File: src/rtl/apb_master_ctrl.sv
// apb_master_ctrl: APB3 master driven by a valid/ready command interface.
// Each accepted command becomes one SETUP + ACCESS transfer. A wait-state
// timeout aborts a stuck ACCESS phase. Every transfer ends with a one-cycle
// response pulse that carries read data and the slave error or timeout status.
// A saturating counter records how many responses reported an error.
//
// Ports:
//   pclk, presetn        clock, synchronous active-low reset
//   cmd_valid/cmd_ready  command handshake; cmd_write/cmd_addr/cmd_wdata payload
//   rsp_valid            one-cycle completion pulse
//   rsp_rdata/rsp_err/rsp_timeout  response fields, held until the next response
//   err_cnt              saturating count of responses with rsp_err=1
//   psel/penable/pwrite/paddr/pwdata  APB master outputs
//   pready/pslverr/prdata             APB slave inputs
module apb_master_ctrl #(
  parameter int ADDR_W  = 8,
  parameter int DATA_W  = 8,
  parameter int TIMEOUT = 16
) (
  input  logic              pclk,
  input  logic              presetn,
  input  logic              cmd_valid,
  output logic              cmd_ready,
  input  logic              cmd_write,
  input  logic [ADDR_W-1:0] cmd_addr,
  input  logic [DATA_W-1:0] cmd_wdata,
  output logic              rsp_valid,
  output logic [DATA_W-1:0] rsp_rdata,
  output logic              rsp_err,
  output logic              rsp_timeout,
  output logic [7:0]        err_cnt,
  output logic              psel,
  output logic              penable,
  output logic              pwrite,
  output logic [ADDR_W-1:0] paddr,
  output logic [DATA_W-1:0] pwdata,
  input  logic              pready,
  input  logic              pslverr,
  input  logic [DATA_W-1:0] prdata
);

  // Counter only needs to reach TIMEOUT-1; the abort fires before it could wrap.
  localparam int          WCW     = (TIMEOUT == 0) ? 1 : $clog2(TIMEOUT + 1);
  localparam bit          TO_EN   = (TIMEOUT != 0);
  localparam int          TLAST   = (TIMEOUT == 0) ? 0 : TIMEOUT - 1;
  localparam logic [WCW-1:0] WC_LAST = TLAST[WCW-1:0];

  typedef enum logic [1:0] {IDLE, SETUP, ACCESS} state_t;

  state_t             state_q;
  logic [WCW-1:0]     wait_cnt_q;
  logic               cmd_ready_q;
  logic               rsp_valid_q, rsp_err_q, rsp_timeout_q;
  logic [DATA_W-1:0]  rsp_rdata_q;
  logic [7:0]         err_cnt_q;
  logic               psel_q, penable_q, pwrite_q;
  logic [ADDR_W-1:0]  paddr_q;
  logic [DATA_W-1:0]  pwdata_q;

  always_ff @(posedge pclk) begin
    if (!presetn) begin
      state_q       <= IDLE;
      wait_cnt_q    <= '0;
      cmd_ready_q   <= 1'b1;
      rsp_valid_q   <= 1'b0;
      rsp_err_q     <= 1'b0;
      rsp_timeout_q <= 1'b0;
      rsp_rdata_q   <= '0;
      err_cnt_q     <= '0;
      psel_q        <= 1'b0;
      penable_q     <= 1'b0;
      pwrite_q      <= 1'b0;
      paddr_q       <= '0;
      pwdata_q      <= '0;
    end else begin
      rsp_valid_q <= 1'b0;
      case (state_q)
        IDLE: begin
          if (cmd_valid) begin
            paddr_q     <= cmd_addr;
            pwrite_q    <= cmd_write;
            pwdata_q    <= cmd_write ? cmd_wdata : '0;
            psel_q      <= 1'b1;
            cmd_ready_q <= 1'b0;
            state_q     <= SETUP;
          end
        end
        SETUP: begin
          penable_q  <= 1'b1;
          wait_cnt_q <= '0;
          state_q    <= ACCESS;
        end
        ACCESS: begin
          // Completion is checked first so a late pready beats the timeout.
          if (pready || (TO_EN && wait_cnt_q == WC_LAST)) begin
            psel_q        <= 1'b0;
            penable_q     <= 1'b0;
            pwrite_q      <= 1'b0;
            paddr_q       <= '0;
            pwdata_q      <= '0;
            cmd_ready_q   <= 1'b1;
            state_q       <= IDLE;
            rsp_valid_q   <= 1'b1;
            rsp_timeout_q <= !pready;
            rsp_err_q     <= pready ? pslverr : 1'b1;
            rsp_rdata_q   <= (pready && !pwrite_q) ? prdata : '0;
            // Counter updates together with the pulse so it is current when seen.
            if ((!pready || pslverr) && err_cnt_q != 8'hFF)
              err_cnt_q <= err_cnt_q + 8'd1;
          end else begin
            wait_cnt_q <= wait_cnt_q + 1'b1;
          end
        end
        default: state_q <= IDLE;
      endcase
    end
  end

  assign cmd_ready   = cmd_ready_q;
  assign rsp_valid   = rsp_valid_q;
  assign rsp_rdata   = rsp_rdata_q;
  assign rsp_err     = rsp_err_q;
  assign rsp_timeout = rsp_timeout_q;
  assign err_cnt     = err_cnt_q;
  assign psel        = psel_q;
  assign penable     = penable_q;
  assign pwrite      = pwrite_q;
  assign paddr       = paddr_q;
  assign pwdata      = pwdata_q;

endmodule
File: config.mk
export PLATFORM = sky130hd
export DESIGN_NAME = apb_master_ctrl
export DESIGN_NICKNAME = d
export VERILOG_FILES = /design/src/rtl/apb_master_ctrl.sv
export SDC_FILE = /design/constraint.sdc
export NUM_CORES = 1
export LEC_CHECK = 0
export BUFFER_PORTS_ARGS = -buffer_cell sky130_fd_sc_hd__buf_2
export CAP_MARGIN = 20
export CORE_AREA = 3 3 64 66
export DETAILED_ROUTE_END_ITERATION = 10
export DIE_AREA = 0 0 67 69
export PLACE_DENSITY = 0.79
export SLEW_MARGIN = 40
export SYNTH_ARGS = -nofsm -noshare
export SYNTH_HDL_FRONTEND = slang
export SYNTH_SLANG_ARGS = --single-unit
File: constraint.sdc
create_clock -name pclk -period 4.4 [get_ports pclk]
set_clock_uncertainty 0.05 [all_clocks]
set_input_delay 0.44 -clock pclk [delete_from_list [all_inputs] [get_ports pclk]]
set_output_delay 0.44 -clock pclk [all_outputs]
set_load 0.005 [all_outputs]
==> results.md, run 1 <==
- Vias in the first global route: roughly 1,500
- Worst hold margin: 0.3053 ns
- Net Count, Synth: ~200
- Clock Latency Late Sink: between 0.2 and 0.3 ns
- Crit path from: wait_cnt_q[0]$_SDFFE_PN0P_
- Critical-path cell list: ha_1 > and3_1 > ha_1 > nor2_1 > nor2b_1 > nor2_1 > o21ai_0
- Max transition margin: 0.4860
- Initial antenna violation count: 0
- Tcrit/Tclk final: 0.4899
- Antenna-violating nets left: 0
- GRT Overall Usage: 0.1729
- Reg2Reg Setup Slack: between 2 and 2.5 ns
- Drt drc: 0
- Syn Area/Cell: between 10 and 15 um2
- Post-synth EDFFs: 0
- Cells after Synth: approximately 170
- Setup violators final: 0
- Pins Over Slew Limit: 0
- DRT iter0 DRCs: 81
- Die area: about 4600 um2
- Hold depth: 2
- CTS buffer count: 5
- I/O pins: 69
- Core area: about 3600 um2
- Routed WL: 3656 um
- Post-CTS setup buffer count: 0
- Commonest cells after routing, fill and taps aside: buf_2, dfxtp_1, a22o_1
- PwrDens: 349.7 nW/um2
- Achievable Freq: between 400 and 500 MHz
- CP peak stage delay: around 0.59 ns
- Share of cells above drive strength 1: 0.3491
- Layout overhead on the synthesized area: 25.67%
- Vias per cell: approximately 5.3
- Final hold vios: 0
- H-tree levels: 2
- RSZ-0062 raised after global routing: false
- Post-detail-place hpwl: between 2000 and 3000 um
- Critical path depth in cells: 7
- CTS tree: yes
- Bufs on Longest Clock Path: 2
- Commonest non-fill, non-tap cell in the layout: buf_2
- Final nets: around 260
- First-pass GRT wire length: about 6300 um
- Chip Width: between 60 and 70 um
- Peak VDD IR: slightly above 0.0002 V
- Share of async-settable or async-resettable flops after synthesis: 0
- Die Height: between 60 and 70 um
- CTS resizes: 0
- Critical-path maximum fanout: 13
- Worst Hold Class: input pin to flip-flop
- R2R depth: 7
- Final setup TNS: 0 ns
- Area of the multi-input gates: approximately 730 um2
- Leak Pwr: 1.010 nW
- Final Power: 0.7583 mW
- Final Wtd Congestion: about 0.84
- Pre-Repair DR Iteration Count: 4
- Startpoint Class: flip-flop
- Fin crit period: ~2.2 ns
- WP data arrival: 2.24 ns
- Clk sinks: 46
- CTS clk-pin slew, worst paths: approximately 0.080 ns
- Row count: 22
- DR vias: ~1,500
- Pin count of the biggest net entering global routing: 17
- Cts hold-fix bufs: 0
- CP top delay family: simple AND/OR/NAND/NOR gates
- Antenna cells: 0
- Buffers on Ports: just under 70
- WS Path Type: flip-flop to flip-flop
- Yosys warning total: 0
- Outcome: complete, no violations
- Synthesized area: approximately 1700 um2
- # fillers: around 340
- Reg-to-reg endpoint: cmd_ready$_SDFFE_PN1P_
- End of the critical path: cmd_ready$_SDFFE_PN1P_
- Worst reg2reg startpoint: wait_cnt_q[0]$_SDFFE_PN0P_
- Buf+Inv Stages, Crit Path: 0
- Post-synth top flop: dfxtp_1
- Maxcap violations: 0
- Req. time, crit path: between 4 and 5 ns
- Root buffer cell: clkbuf_8
- Grt ovf: 0
- Starting Density: 0.4749
- Worst slew pin tran: between 0.7 and 0.8 ns
- Seq cells post-synth: 46
- CP max-delay cell: nor2_1
- Crit end category: flip-flop
- Sequential cell area: approximately 920 um2
- Distinct cells, synth: 42
- Register area share after synthesis: 0.5337
- Avg WL per Cell: approximately 13 um
worst register-to-register path, stage by stage (launching register included):
cell     delay [ns]
dfxtp_1        0.34
ha_1           0.22
and3_1         0.19
ha_1           0.21
nor2_1         0.15
nor2b_1        0.08
nor2_1         0.59
o21ai_0        0.18
cell families (layout without fill, tap and decap cells):
logic type      Yosys count  after routing  synth area share
fa+ha+maj                 3              3           0.02176
simple gates             50             50            0.1653
mux                       2              2           0.01233
compound gates           47             47            0.2103
flops                    46             46            0.5337
buf+inv                  16             82           0.04641
xor+xnor                  2              2           0.01015
synthesized netlist by cell type, drive strengths merged (2+ instances only):
| master | n | area, um2 |
|---|---|---|
| buf | 6 | 42.54 |
| and2 | 2 | 12.51 |
| o2bb2ai | 2 | 17.52 |
| clkbuf | 4 | 15.01 |
| or4 | 3 | 22.52 |
| nor3 | 2 | 10.01 |
| nor2 | 12 | 45.04 |
| o21ai | 3 | 15.01 |
| and3 | 2 | 12.51 |
| inv | 6 | 22.52 |
| nor2b | 2 | 12.51 |
| nand4 | 3 | 18.77 |
| nand3 | 4 | 20.02 |
| xor2 | 2 | 17.52 |
| o31ai | 3 | 22.52 |
| nand2 | 8 | 32.54 |
| or3 | 2 | 12.51 |
| a21oi | 7 | 35.03 |
| dfxtp | 46 | 920.9 |
| ha | 3 | 37.54 |
| a22o | 24 | 210.2 |
| nand2b | 2 | 12.51 |
registers in the layout (all words and copies together), names as in the netlist:
name and count:
paddr 8, cmd_ready 1, rsp_err 1, pwrite 1, rsp_rdata 8, err_cnt 8
wait_cnt_q 5, state_q 2, pwdata 8, penable 1, rsp_timeout 1, psel 1
rsp_valid 1
worst min-delay path by stage:
stage | from | slack, ns | end
floorplan | psel$_SDFFE_PN0P_ | 0.40 | psel$_SDFFE_PN0P_
global placement | psel$_SDFFE_PN0P_ | 0.38 | psel$_SDFFE_PN0P_
detailed placement | psel$_SDFFE_PN0P_ | 0.39 | psel$_SDFFE_PN0P_
CTS | cmd_wdata[6] | 0.30 | pwdata[6]$_SDFFE_PN0P_
global route | cmd_wdata[0] | 0.29 | pwdata[0]$_SDFFE_PN0P_
finish | cmd_wdata[0] | 0.31 | pwdata[0]$_SDFFE_PN0P_
power breakdown:
| part | switching (mW) | internal (mW) | total (mW) |
|---|---|---|---|
| clock | 0.130 | 0.126 | 0.256 |
| combinational | 0.0309 | 0.0318 | 0.0627 |
| sequential | 0.00907 | 0.431 | 0.440 |
| total | 0.170 | 0.589 | 0.758 |
layer usage:
metal	part of all wire	up-vias	wire, um	track usage
met1	0.45	667	1635	0.2180
met5	0	-	0	0
met4	0.014	0	52	0.07883
met3	0.082	6	299	0.05375
li1	-	744	-	-
met2	0.46	60	1667	0.2653
final cells by class:
type	instances	area share
clock inverters	2	0.005770
flip-flops and latches	46	0.4247
well taps	48	0.02770
inverters	6	0.01039
clock buffers	6	0.03808
repair buffers	68	0.1570
multi-input cells	104	0.3364
metrics by stage:
| stage | setup WS, ns | std cells | util | instance area, um2 |
|---|---|---|---|---|
| floorplan | 2.452 | 166 | - | 1725 |
| detailed placement | 2.259 | 272 | 0.5706 | 2073 |
| CTS | 2.240 | 280 | 0.5968 | 2168 |
| global route | 2.058 | 280 | 0.5968 | 2168 |
| finish | 2.244 | 280 | 0.5968 | 2168 |
| global placement | 2.327 | 272 | 0.5692 | 2068 |
Note: power is estimated with default switching activity, not from simulation.
==> run 2: changes to the inputs <==
CORE_AREA = 3 3 65 67   (was 3 3 64 66)
DIE_AREA = 0 0 68 70   (was 0 0 67 69)
PLACE_DENSITY = 0.77   (was 0.79)
clock period = 2 ns   (was 4.4 ns; I/O delays follow)
==> results.md, run 2 (synthesis gave the netlist of run 1 again) <==
- Outcome: complete, no violations (unchanged)
- Vias in the first global route: 1,420 (was 1,463)
- Post-Layout Cell Count: 286 (was 280)
- Crit path from: wait_cnt_q[0]$_SDFFE_PN0P_ (unchanged)
- GRT Overall Usage: 0.1671 (was 0.1729)
- Row count: 22 (unchanged)
- Core area: 3689 um2 (was 3633 um2)
- CTS tree: yes (unchanged)
- R2R depth: 7 (unchanged)
- # fillers: 325 (was 341)
- Pre-CTS setup slack: -0.03283 ns (was 2.259 ns)
- Critical-path cell list: ha_1 > and3_1 > ha_4 > mux2_4 > nand2_4 > or4_1 > a21oi_1 (was ha_1 > and3_1 > ha_1 > nor2_1 > nor2b_1 > nor2_1 > o21ai_0)
- Commonest non-fill, non-tap cell in the layout: buf_2 (unchanged)
- Clock Latency Late Sink: 0.30 ns (was 0.29 ns)
- PwrDens: 745.0 nW/um2 (was 349.7 nW/um2)
- Achievable Freq: 529.2 MHz (was 463.9 MHz)
- Final Power: 1.659 mW (was 0.7583 mW)
- Post-detail-place hpwl: 2698 um (was 2725 um)
- Pin count of the biggest net entering global routing: 17 (unchanged)
- Die Height: 70 um (was 69 um)
- Worst hold margin: 0.04966 ns (was 0.3053 ns)
- CP peak stage delay: 0.50 ns (was 0.59 ns)
- Tcrit/Tclk final: 0.9448 (was 0.4899)
- Pre-Repair DR Iteration Count: 4 (unchanged)
- WP data arrival: 2.07 ns (was 2.24 ns)
- End of the critical path: err_cnt[3]$_SDFFE_PN0P_ (was cmd_ready$_SDFFE_PN1P_)
- Final Wtd Congestion: 0.7903 (was 0.8352)
- Worst reg2reg startpoint: wait_cnt_q[0]$_SDFFE_PN0P_ (unchanged)
- Setup violators final: 0 (unchanged)
- Starting Density: 0.4678 (was 0.4749)
- Leak Pwr: 1.057 nW (was 1.010 nW)
- Antenna cells: 0 (unchanged)
- Startpoint Class: flip-flop (unchanged)
- DR vias: 1,473 (was 1,477)
- Sequential cell area: 920.9 um2 (unchanged)
- CTS clk-pin slew, worst paths: 0.08 ns (about the same)
- Avg WL per Cell: 12.83 um (was 13.06 um)
- Crit end category: flip-flop (unchanged)
- Core Util, Final: 0.6038 (was 0.5968)
- Drt drc: 0 (unchanged)
- Inst Count DP: 278 (was 272)
- Reg2Reg Setup Slack: 0.11 ns (was 2.24 ns)
- H-tree levels: 2 (unchanged)
- Critical-path maximum fanout: 10 (was 13)
- Bufs on Longest Clock Path: 2 (unchanged)
- Top routing layer in use: met4 (unchanged)
- Commonest cells after routing, fill and taps aside: buf_2, dfxtp_1, a22o_1 (unchanged)
- CP max-delay cell: or4_1 (was nor2_1)
- Max transition margin: 0.6957 (was 0.4860)
- Maxcap violations: 0 (unchanged)
- Worst slew pin tran: 0.4560 ns (was 0.7682 ns)
- Final hold vios: 0 (unchanged)
- DRT iter0 DRCs: 86 (was 81)
- Fin crit period: 1.890 ns (was 2.156 ns)
- Antenna-violating nets left: 0 (unchanged)
- Chip Width: 68 um (was 67 um)
- Worst Hold Class: input pin to flip-flop (unchanged)
- Die area: 4760 um2 (was 4623 um2)
- Final setup TNS: 0 ns (unchanged)
- CTS buffer count: 5 (unchanged)
- First-pass GRT wire length: 6113 um (was 6279 um)
- WS Path Type: flip-flop to flip-flop (unchanged)
- Req. time, crit path: 2.18 ns (was 4.48 ns)
- Hold Path Origin: cmd_wdata[7] (was cmd_wdata[0])
- Area of the multi-input gates: 752.0 um2 (was 729.5 um2)
- Met3 Routed Length: 358 um (was 299 um)
- Peak VDD IR: 0.0005595 V (was 0.0002038 V)
- Routed WL: 3668 um (was 3656 um)
- Met2 wire length: 1608 um (was 1667 um)
- Final nets: 270 (was 264)
- Share of cells above drive strength 1: 0.3655 (was 0.3491)
- Vias per cell: 5.150 (was 5.275)
- Reg-to-reg endpoint: err_cnt[3]$_SDFFE_PN0P_ (was cmd_ready$_SDFFE_PN1P_)
- Wl on met1: 1644 um (was 1635 um)
- Setup WS post-layout: 0.1104 ns (was 2.244 ns)
- RSZ-0062 raised after global routing: false (unchanged)
- Initial antenna violation count: 0 (unchanged)
- I/O pins: 69 (unchanged)
- Pins Over Slew Limit: 0 (unchanged)
- Clk sinks: 46 (unchanged)
- Layout overhead on the synthesized area: 29.08% (was 25.67%)
- Post-layout instance area: 2227 um2 (was 2168 um2)
- Grt ovf: 0 (unchanged)
- Root buffer cell: clkbuf_8 (unchanged)
- Post-DP Area: 2113 um2 (was 2073 um2)
- Buffers on Ports: 68 (unchanged)
run 2: how the worst min path moves through the flow:
stage	end	slack (ns)	cells past startpoint
final	pwdata[7]$_SDFFE_PN0P_	0.05	2
after global routing	pwdata[7]$_SDFFE_PN0P_	0.03	2
after CTS	pwdata[7]$_SDFFE_PN0P_	0.04	2
after detailed placement	pwdata[1]$_SDFFE_PN0P_	0.37	2
after global placement	pwdata[1]$_SDFFE_PN0P_	0.36	2
after floorplan	rsp_timeout$_SDFFE_PN0P_	0.24	1
run 2: routing by layer:
metal / track usage / vias to the layer above
met3: 0.07878 / 5
met4: 0.05960 / 0
met1: 0.2062 / 661
li1: - / 751
met2: 0.2505 / 56
met5: 0 / -
run 2: where the power goes:
| part | switching, mW | internal [mW] | total, mW |
|---|---|---|---|
| sequential | 0.0191 | 0.948 | 0.967 |
| combinational | 0.0700 | 0.0762 | 0.146 |
| clock | 0.300 | 0.246 | 0.546 |
run 2: repair_timing:
item	CTS	global route
gates cloned	0	0
setup buffers	0	0
setup endpoints to repair	18	25
hold buffers	0	0
hold endpoints to repair	0	0
gates resized for setup	2	5
pin swaps	0	1
run 2: critical path: cells and delay by family (launching register included):
family / cells / cell delay (ns)
AND/OR/NAND/NOR: 3 / 0.79
multiplexers: 1 / 0.16
flip-flops: 1 / 0.34
AO/OA/AOI/OAI: 1 / 0.15
adder cells (fa/ha/maj): 2 / 0.31
run 2: cell type report:
type                    instances  share of cell area
inverters                       6             0.01011
multi-input cells             104              0.3376
clock inverters                 2            0.006180
flip-flops and latches         46              0.4135
clock buffers                   6             0.03258
well taps                      48             0.02697
repair buffers                 74              0.1730
